### config.mk
export PLATFORM = sky130hd
export DESIGN_NAME = load_store_controller
export DESIGN_NICKNAME = d
export VERILOG_FILES = /design/src/rtl/load_store_controller.sv
export SDC_FILE = /design/constraint.sdc
export NUM_CORES = 1
export LEC_CHECK = 0
export ABC_AREA = 1
export CORE_MARGIN = 1.5
export CORE_UTILIZATION = 34
export CTS_BUF_LIST = sky130_fd_sc_hd__clkbuf_2
export CTS_CLUSTER_DIAMETER = 150
export CTS_CLUSTER_SIZE = 30
export DETAILED_ROUTE_END_ITERATION = 12
export PLACE_DENSITY_LB_ADDON = 0.15
export RECOVER_POWER = 50
export SLEW_MARGIN = 25
export SYNTH_ARGS = -nofsm -noshare
export SYNTH_HDL_FRONTEND = slang
export SYNTH_SLANG_ARGS = --single-unit
### constraint.sdc
create_clock -name clk -period 3.1 [get_ports clk]
set_input_delay 0.465 -clock clk [delete_from_list [all_inputs] [get_ports clk]]
set_output_delay 0.465 -clock clk [all_outputs]
set_load 0.05 [all_outputs]
### src/rtl/load_store_controller.sv
// Load/store sequencer: aligns and issues one or two memory beats per request,
// extends load data, and reports completion, misalignment or per-beat timeout.
module load_store_controller #(
  parameter int TIMEOUT = 15
) (
  input  logic        clk,
  input  logic        rst_n,
  input  logic        i_req,
  input  logic        i_rw,
  input  logic [1:0]  i_size,
  input  logic        i_sign_en,
  input  logic [31:0] i_addr,
  input  logic [31:0] i_wdata,
  input  logic [31:0] i_wdata_hi,
  output logic        o_busy,
  output logic        o_mem_mov,
  output logic        o_mem_rw,
  output logic [1:0]  o_mem_size,
  output logic [31:0] o_mem_addr,
  output logic [31:0] o_mem_wdata,
  input  logic        i_mem_moc,
  input  logic [31:0] i_mem_rdata,
  output logic [31:0] o_rdata,
  output logic [31:0] o_rdata_hi,
  output logic        o_done,
  output logic        o_fault,
  output logic [1:0]  o_fault_code
);

  typedef enum logic [2:0] {S_IDLE, S_BEAT0, S_BEAT1, S_RESP, S_FAULT} state_t;

  localparam logic [7:0] CNT_LAST = 8'(TIMEOUT - 1);

  state_t      r_state, w_next;
  logic        r_rw, r_sign;
  logic [1:0]  r_size;
  logic [31:0] r_addr, r_wdata, r_wdata_hi;
  logic [7:0]  r_cnt;
  logic [31:0] r_rdata, r_rdata_hi;
  logic        r_done, r_fault;
  logic [1:0]  r_fcode;

  logic        w_accept, w_misal, w_cap_lo, w_cap_hi, w_set_fc, w_in_beat, w_beat1;
  logic [1:0]  w_fc;

  function automatic logic [31:0] f_extend(input logic [31:0] raw, input logic [1:0] size,
                                           input logic sign);
    logic [31:0] v;
    v = raw;
    case (size)
      2'b00:   v[31:8]  = {24{sign & raw[7]}};
      2'b01:   v[31:16] = {16{sign & raw[15]}};
      default: v = raw;
    endcase
    return v;
  endfunction

  always_comb begin
    w_misal = 1'b0;
    case (i_size)
      2'b01:   w_misal = i_addr[0];
      2'b10:   w_misal = |i_addr[1:0];
      2'b11:   w_misal = |i_addr[2:0];
      default: w_misal = 1'b0;
    endcase
  end

  always_comb begin
    w_next   = r_state;
    w_accept = 1'b0;
    w_cap_lo = 1'b0;
    w_cap_hi = 1'b0;
    w_set_fc = 1'b0;
    w_fc     = r_fcode;
    case (r_state)
      S_IDLE: begin
        if (i_req) begin
          w_accept = 1'b1;
          if (w_misal) begin
            w_next   = S_FAULT;
            w_set_fc = 1'b1;
            w_fc     = 2'b01;
          end else begin
            w_next = S_BEAT0;
          end
        end
      end
      S_BEAT0, S_BEAT1: begin
        // A completion on the final counted cycle still wins over the timeout.
        if (i_mem_moc) begin
          w_cap_lo = r_rw && (r_state == S_BEAT0);
          w_cap_hi = r_rw && (r_state == S_BEAT1);
          w_next   = (r_state == S_BEAT0 && r_size == 2'b11) ? S_BEAT1 : S_RESP;
        end else if (r_cnt == CNT_LAST) begin
          w_next   = S_FAULT;
          w_set_fc = 1'b1;
          w_fc     = 2'b10;
        end
      end
      S_RESP, S_FAULT: w_next = S_IDLE;
      default:         w_next = S_IDLE;
    endcase
  end

  assign w_in_beat = (r_state == S_BEAT0) || (r_state == S_BEAT1);
  assign w_beat1   = (r_state == S_BEAT1);

  always_ff @(posedge clk or negedge rst_n) begin
    if (!rst_n) begin
      r_state    <= S_IDLE;
      r_rw       <= 1'b0;
      r_sign     <= 1'b0;
      r_size     <= 2'b00;
      r_addr     <= 32'd0;
      r_wdata    <= 32'd0;
      r_wdata_hi <= 32'd0;
      r_cnt      <= 8'd0;
      r_rdata    <= 32'd0;
      r_rdata_hi <= 32'd0;
      r_done     <= 1'b0;
      r_fault    <= 1'b0;
      r_fcode    <= 2'b00;
    end else begin
      r_state <= w_next;
      r_cnt   <= (w_in_beat && w_next == r_state) ? r_cnt + 8'd1 : 8'd0;
      if (w_accept) begin
        r_rw       <= i_rw;
        r_sign     <= i_sign_en;
        r_size     <= i_size;
        r_addr     <= i_addr;
        r_wdata    <= i_wdata;
        r_wdata_hi <= i_wdata_hi;
      end
      if (w_cap_lo) r_rdata <= f_extend(i_mem_rdata, r_size, r_sign);
      if (w_cap_hi) r_rdata_hi <= i_mem_rdata;
      if (w_set_fc) r_fcode <= w_fc;
      r_done  <= (r_state == S_RESP);
      r_fault <= (r_state == S_FAULT);
    end
  end

  // Memory command is derived from the latched request; the second beat of a double
  // targets the next word and carries the high data word.
  assign o_busy       = (r_state != S_IDLE);
  assign o_mem_mov    = w_in_beat;
  assign o_mem_rw     = r_rw;
  assign o_mem_size   = (r_size == 2'b11) ? 2'b10 : r_size;
  assign o_mem_addr   = r_addr + {29'd0, w_beat1, 2'b00};
  assign o_mem_wdata  = w_beat1 ? r_wdata_hi : r_wdata;
  assign o_rdata      = r_rdata;
  assign o_rdata_hi   = r_rdata_hi;
  assign o_done       = r_done;
  assign o_fault      = r_fault;
  assign o_fault_code = r_fcode;

endmodule

Word level (Yosys, flattened, before mapping)
Cells that the tools add are included.

word-level totals
  flip-flop bits (word level) = 179
  latch bits = 0
  RAM bits = 0
  ROM bits = 0
  input bits = 136
  output and inout port bits = 137
  logic and storage cells = 73
  memories kept = 0

operators by class
  add/subtract/negate cells = 2
  multipliers = 0
  divide/modulo/power cells = 0
  magnitude comparators = 0
  eq/ne operators = 15
  shift operators = 0
  multiplexer cells = 28
  bitwise logic cells = 2
  reductions and logical operators = 13

operator list
  cell                                                 number
  adder 32 x 3 -> 32 bit                               1
  2-to-1 mux 32 bit                                    1
  one-hot mux 16 bit (2 select lines)                  1
  2-to-1 mux 8 bit                                     2
  2-to-1 mux 3 bit                                     4
  2-to-1 mux 1 bit                                     11
  2-to-1 mux 2 bit                                     5
  adder 8 x 1 -> 8 bit, second input constant          1
  equality test 8 x 4 -> 1 bit, second input constant  1
  inequality test 2 bit, second input constant         4
  equality test 2 bit, second input constant           3
  equality test 3 x 2 -> 1 bit, second input constant  2
  one-hot mux 3 bit (2 select lines)                   1
  AND reduction 6 bit                                  1
  equality test 2 x 1 -> 1 bit, second input constant  2
  logical AND 1 bit                                    4
  one-hot mux 2 bit (2 select lines)                   1
  OR reduction 2 bit                                   2
  equality test 3 x 1 -> 1 bit, second input constant  1
  equality test 3 bit                                  1
  equality test 3 bit, second input constant           1
  zero test 3 bit                                      1
  one-hot mux 1 bit (3 select lines)                   1
  nonzero test 3 bit                                   1
  6 further kinds                                      7

Logic depth before layout (Yosys ltp)
  word-level depth = 8
  gate-level depth with buffers = 14
  mapped depth without buffers = 14

Worst setup path after synthesis
OpenSTA, ideal clock, no wires.

  kind = register -> output
  start = register r_state[2]
  end = output port o_mem_addr[20]
  arrival time = 2.419 ns
  data required time = 2.635 ns
  path slack = 0.216 ns
  cell stages (with the launch flop) = 13
  path buffers = 0
  cell sequence = dfrtp_1 -> inv_2 -> nand3_2 -> inv_2 -> ha_1 -> ha_1 -> nand3_2 -> inv_2 -> nand3_2 -> nor2_2 -> nand2_2 -> nor2_2 -> xor2_1

on the way
  longest elaborated chain between the ends = 2

ends and longest elaborated chain
  element                       RTL line  text
  start: declaration            34        state_t r_state, w_next;
  start signal: assignment      124       r_state <= w_next;
  equality test 3 x 2 -> 1 bit  106       assign w_beat1 = (r_state == S_BEAT1);
  adder 32 x 3 -> 32 bit        148       assign o_mem_addr = r_addr + {29'd0, w_beat1, 2'b00};
  end: declaration              19        output logic [31:0] o_mem_addr,

Every way passes these cells.

Worst setup path in the final report
  start = register r_state[0]
  end = output port o_mem_addr[20]

Same word-level chain as after synthesis.

==> impl_metrics.env <==
export IMPL_arrival_ps=2690
export IMPL_final_nets=1254
export IMPL_drcViolationCount=0
export IMPL_synth_seq_area_share=0.5396
export IMPL_vdd_drop_max_mv=0.7044
export IMPL_crit_type="flop to primary output"
export IMPL_grt_max_degree=75
export IMPL_synth_edf_count=0
export IMPL_drv_cap=1
export IMPL_syn_to_final_growth_pct=52.69
export IMPL_ios=273
export IMPL_synth_area_per_cell_um2=9.930
export IMPL_drtPass1Iterations=4
export IMPL_ff_latch_area_um2=4487
export IMPL_layout_drive_gt1_share=0.2369
export IMPL_place_gp_congestion=0.8620
export IMPL_cp_end_kind="primary output"
export IMPL_netlist_area_um2=8302
export IMPL_dpl_hpwl_um=16510
export IMPL_crit_path_top_delay_cell="dfrtp_1"
export IMPL_synth_cell_types=30
export IMPL_fillCellCount=2265
export IMPL_drt_total_wl_um=23000
export IMPL_fin_util=0.5258
export IMPL_root_buffer="clkbuf_2"
export IMPL_final_cells=1453
export IMPL_worstPathMaxFanout=3
export IMPL_antenna_found_initial=2
export IMPL_timing_hold_violations_final=0
export IMPL_synth_top_area_frac=0.5396
export IMPL_violations="max-capacitance violations, max-slew violations, negative setup slack"
export IMPL_synth_ff_type="dfrtp_1"
export IMPL_fin_setup_tns_ps=-298.4
export IMPL_min_path_type="input port to flop"
export IMPL_grt_pass1_wl_um=36890
export IMPL_powerDensity_nw_per_um2=1252
export IMPL_setup_viol=9
export IMPL_multi_input_area_um2=3608
export IMPL_cts_tree="built"
export IMPL_start_util=0.3444
export IMPL_first_global_vias=6635
export IMPL_async_flop_share=1.000
export IMPL_reg2reg_slack_ps=1070
export IMPL_pre_cts_ws_ps=284.9
export IMPL_rsz0062_at_grt="yes"
export IMPL_hold_path_startpoint="i_addr[28]"
export IMPL_critPathLaunchType="flop"
export IMPL_dieArea_um2=25360
export IMPL_fin_skew_ps=46.47
export IMPL_r2r_end="r_wdata[2]"
export IMPL_min_period_ps=3159
export IMPL_track_usage=0.1852
export IMPL_via_count=6579
export IMPL_rows=57
export IMPL_drv_slew=69
export IMPL_grt_overflow=0
export IMPL_timing_slew_headroom=-0.1642
export IMPL_first_iter_violations=352
export IMPL_ys_warn_count=0
export IMPL_crit_chain="inv_2 -> nand3_2 -> inv_2 -> ha_4 -> ha_4 -> nand3_4 -> inv_4 -> nand3_4 -> nor2_4 -> nand2_2 -> nor2_4 -> xor2_2 -> buf_12"
export IMPL_syn_inst=836
export IMPL_tightest_slew_ps=1746
export IMPL_via_per_inst=4.528
export IMPL_numCtsBuffers=17
export IMPL_ys_ff_latch=179
export IMPL_p_leak_uw=0.005635
export IMPL_cts_max_path_buffers=2
export IMPL_syn_nets=976
export IMPL_cp_top_family="simple AND/OR/NAND/NOR gates"
export IMPL_dp_cells=1402
export IMPL_clkLatencyLatePin_ps=760
export IMPL_synth_area_leaders="dfrtp_1, mux2_4, nand2_1"
export IMPL_fin_crit_sh=1.019
export IMPL_r2r_cells=7
export IMPL_clk_pin_slew_ps=340
export IMPL_cts_max_level=4
export IMPL_max_freq_mhz=316.6
export IMPL_hold_end="r_addr[28]"
export IMPL_wl_per_cell_um=15.83
export IMPL_fp_dieW_um=159.3
export IMPL_rr_startpoint="r_state[2]"
export IMPL_coreArea_um2=24110
export IMPL_drtAntennaViolNets=0
export IMPL_yosysTopAreaCell="dfrtp_1"
export IMPL_cp_buffers_inverters=4
export IMPL_hold_path_cell_count=3
export IMPL_fin_ws_ps=-58.83
export IMPL_port_buffers=272
export IMPL_cpPeakStageDelay_ps=460
export IMPL_worstPathRequired_ps=2630
export IMPL_cts_sinks=179
export IMPL_die_h_um=159.3
export IMPL_status="finished, violations left"
[state kept, by name (all words and copies together), names as in the netlist]
signal / count
r_sign: 1
r_state: 3
r_size: 2
o_fault: 1
o_fault_code: 2
o_done: 1
r_cnt: 8
o_rdata_hi: 32
o_rdata: 32
r_wdata: 32
r_addr: 32
r_wdata_hi: 32
o_mem_rw: 1
[how the worst max path moves through the flow]
stage / from / end / slack (ps) / depth (start not counted)
after floorplan: r_state[2] / o_mem_addr[20] / 220 / 12
after global placement: r_state[2] / o_mem_addr[20] / 310 / 13
after detailed placement: r_state[0] / o_mem_addr[20] / 280 / 13
after CTS: r_state[2] / o_mem_addr[23] / -230 / 12
after global routing: r_state[2] / o_mem_addr[23] / -350 / 12
final: r_state[0] / o_mem_addr[20] / -60 / 13
[cells in the final DEF (no fill, tap or decap), types with 4 or more instances in the layout]
master	n
xor2_2	16
nand2_2	10
a31oi_1	8
nand3_2	4
inv_1	76
inv_8	5
mux2_4	44
a21oi_1	16
inv_2	5
nand4_1	5
nor2_2	5
nand3_1	10
nand3_4	4
mux2_2	26
nor2_4	11
xor2_1	13
nand2_1	169
nor2_1	52
buf_6	4
clkdlybuf4s50_1	207
nor3_1	8
dfrtp_2	6
nor3_4	5
clkbuf_16	5
dfrtp_1	173
o21ai_0	113
clkbuf_2	20
buf_4	19
buf_12	57
[kinds of logic (layout without fill, tap and decap cells)]
| logic type | count (synthesis) | count (layout) | share of synthesized area |
|---|---|---|---|
| AND/OR/NAND/NOR | 289 | 289 | 0.1504 |
| flip-flops | 179 | 179 | 0.5396 |
| AO/OA/AOI/OAI | 139 | 139 | 0.08561 |
| buffers and inverters | 122 | 413 | 0.06843 |
| multiplexers | 71 | 71 | 0.1162 |
| XOR/XNOR | 32 | 32 | 0.03376 |
| adder cells (fa/ha/maj) | 4 | 4 | 0.006029 |
| other | 0 | 2 | 0 |
[report_power, final]
part           internal [uW]  leakage (uW)  total (uW)  switching [uW]
sequential              3420       0.00217        4160             740
combinational           4270       0.00331       10300            6080
clock                    416      0.000158        1360             944
total                   8110       0.00564       15900            7760
[synth_stat cells (6+ instances only)]
cell type    n
nand3_1     10
nor2_2       6
clkbuf_1     9
mux2_2      26
o21ai_0    113
buf_4        6
nor3_1      15
nand3_2      7
a31oi_1      8
nand2_1    175
dfrtp_1    179
xor2_1      31
buf_2       16
a21oi_1     16
inv_1       77
buf_6        9
mux2_4      44
nand2_2      6
nor2_1      59
[stage by stage]
stage,hold slack (ps),cell area (um^2),power (uW)
after floorplan,169.4,8302,10150
after global placement,467.7,11890,14350
after detailed placement,477.4,11890,14410
after CTS,101.1,12390,15970
after global routing,73.89,12680,16780
final,211.4,12680,15870
[layer usage]
metal,global-route usage,up-vias,share of wire
met1,0.2466,3132,0.46
li1,-,3236,-
met4,0.03902,0,0.0089
met2,0.2882,202,0.46
met3,0.06903,9,0.077
met5,0,-,0
[what timing repair did]
| item | 4_1_cts | 5_1_grt |
|---|---|---|
| cloned | 0 | 0 |
| buffers inserted | 7 | 10 |
| resized for setup | 29 | 56 |
| hold buffers | 1 | 0 |
| setup endpoints to repair | 24 | 27 |
| endpoints found under the hold margin | 65 | 0 |
| pin swaps | 10 | 18 |
[final cells by class]
cell class / count / area share
Inverter: 82 / 0.02448
Timing Repair Buffer: 299 / 0.2827
Antenna cell: 2 / 0.0003948
Sequential cell: 179 / 0.3540
Multi-Input combinational cell: 535 / 0.2847
Clock inverter: 15 / 0.01510
Clock buffer: 17 / 0.006712
Tap cell: 324 / 0.03198
[worst reg2reg max path, cell delays in order (launching register included)]
cell and delay (ps):
dfrtp_1 460, inv_2 70, buf_4 100, buf_4 130
nand2_2 100, nor2_4 340, buf_12 360, mux2_2 400
No activity file was read; power rests on OpenSTA's default activity.
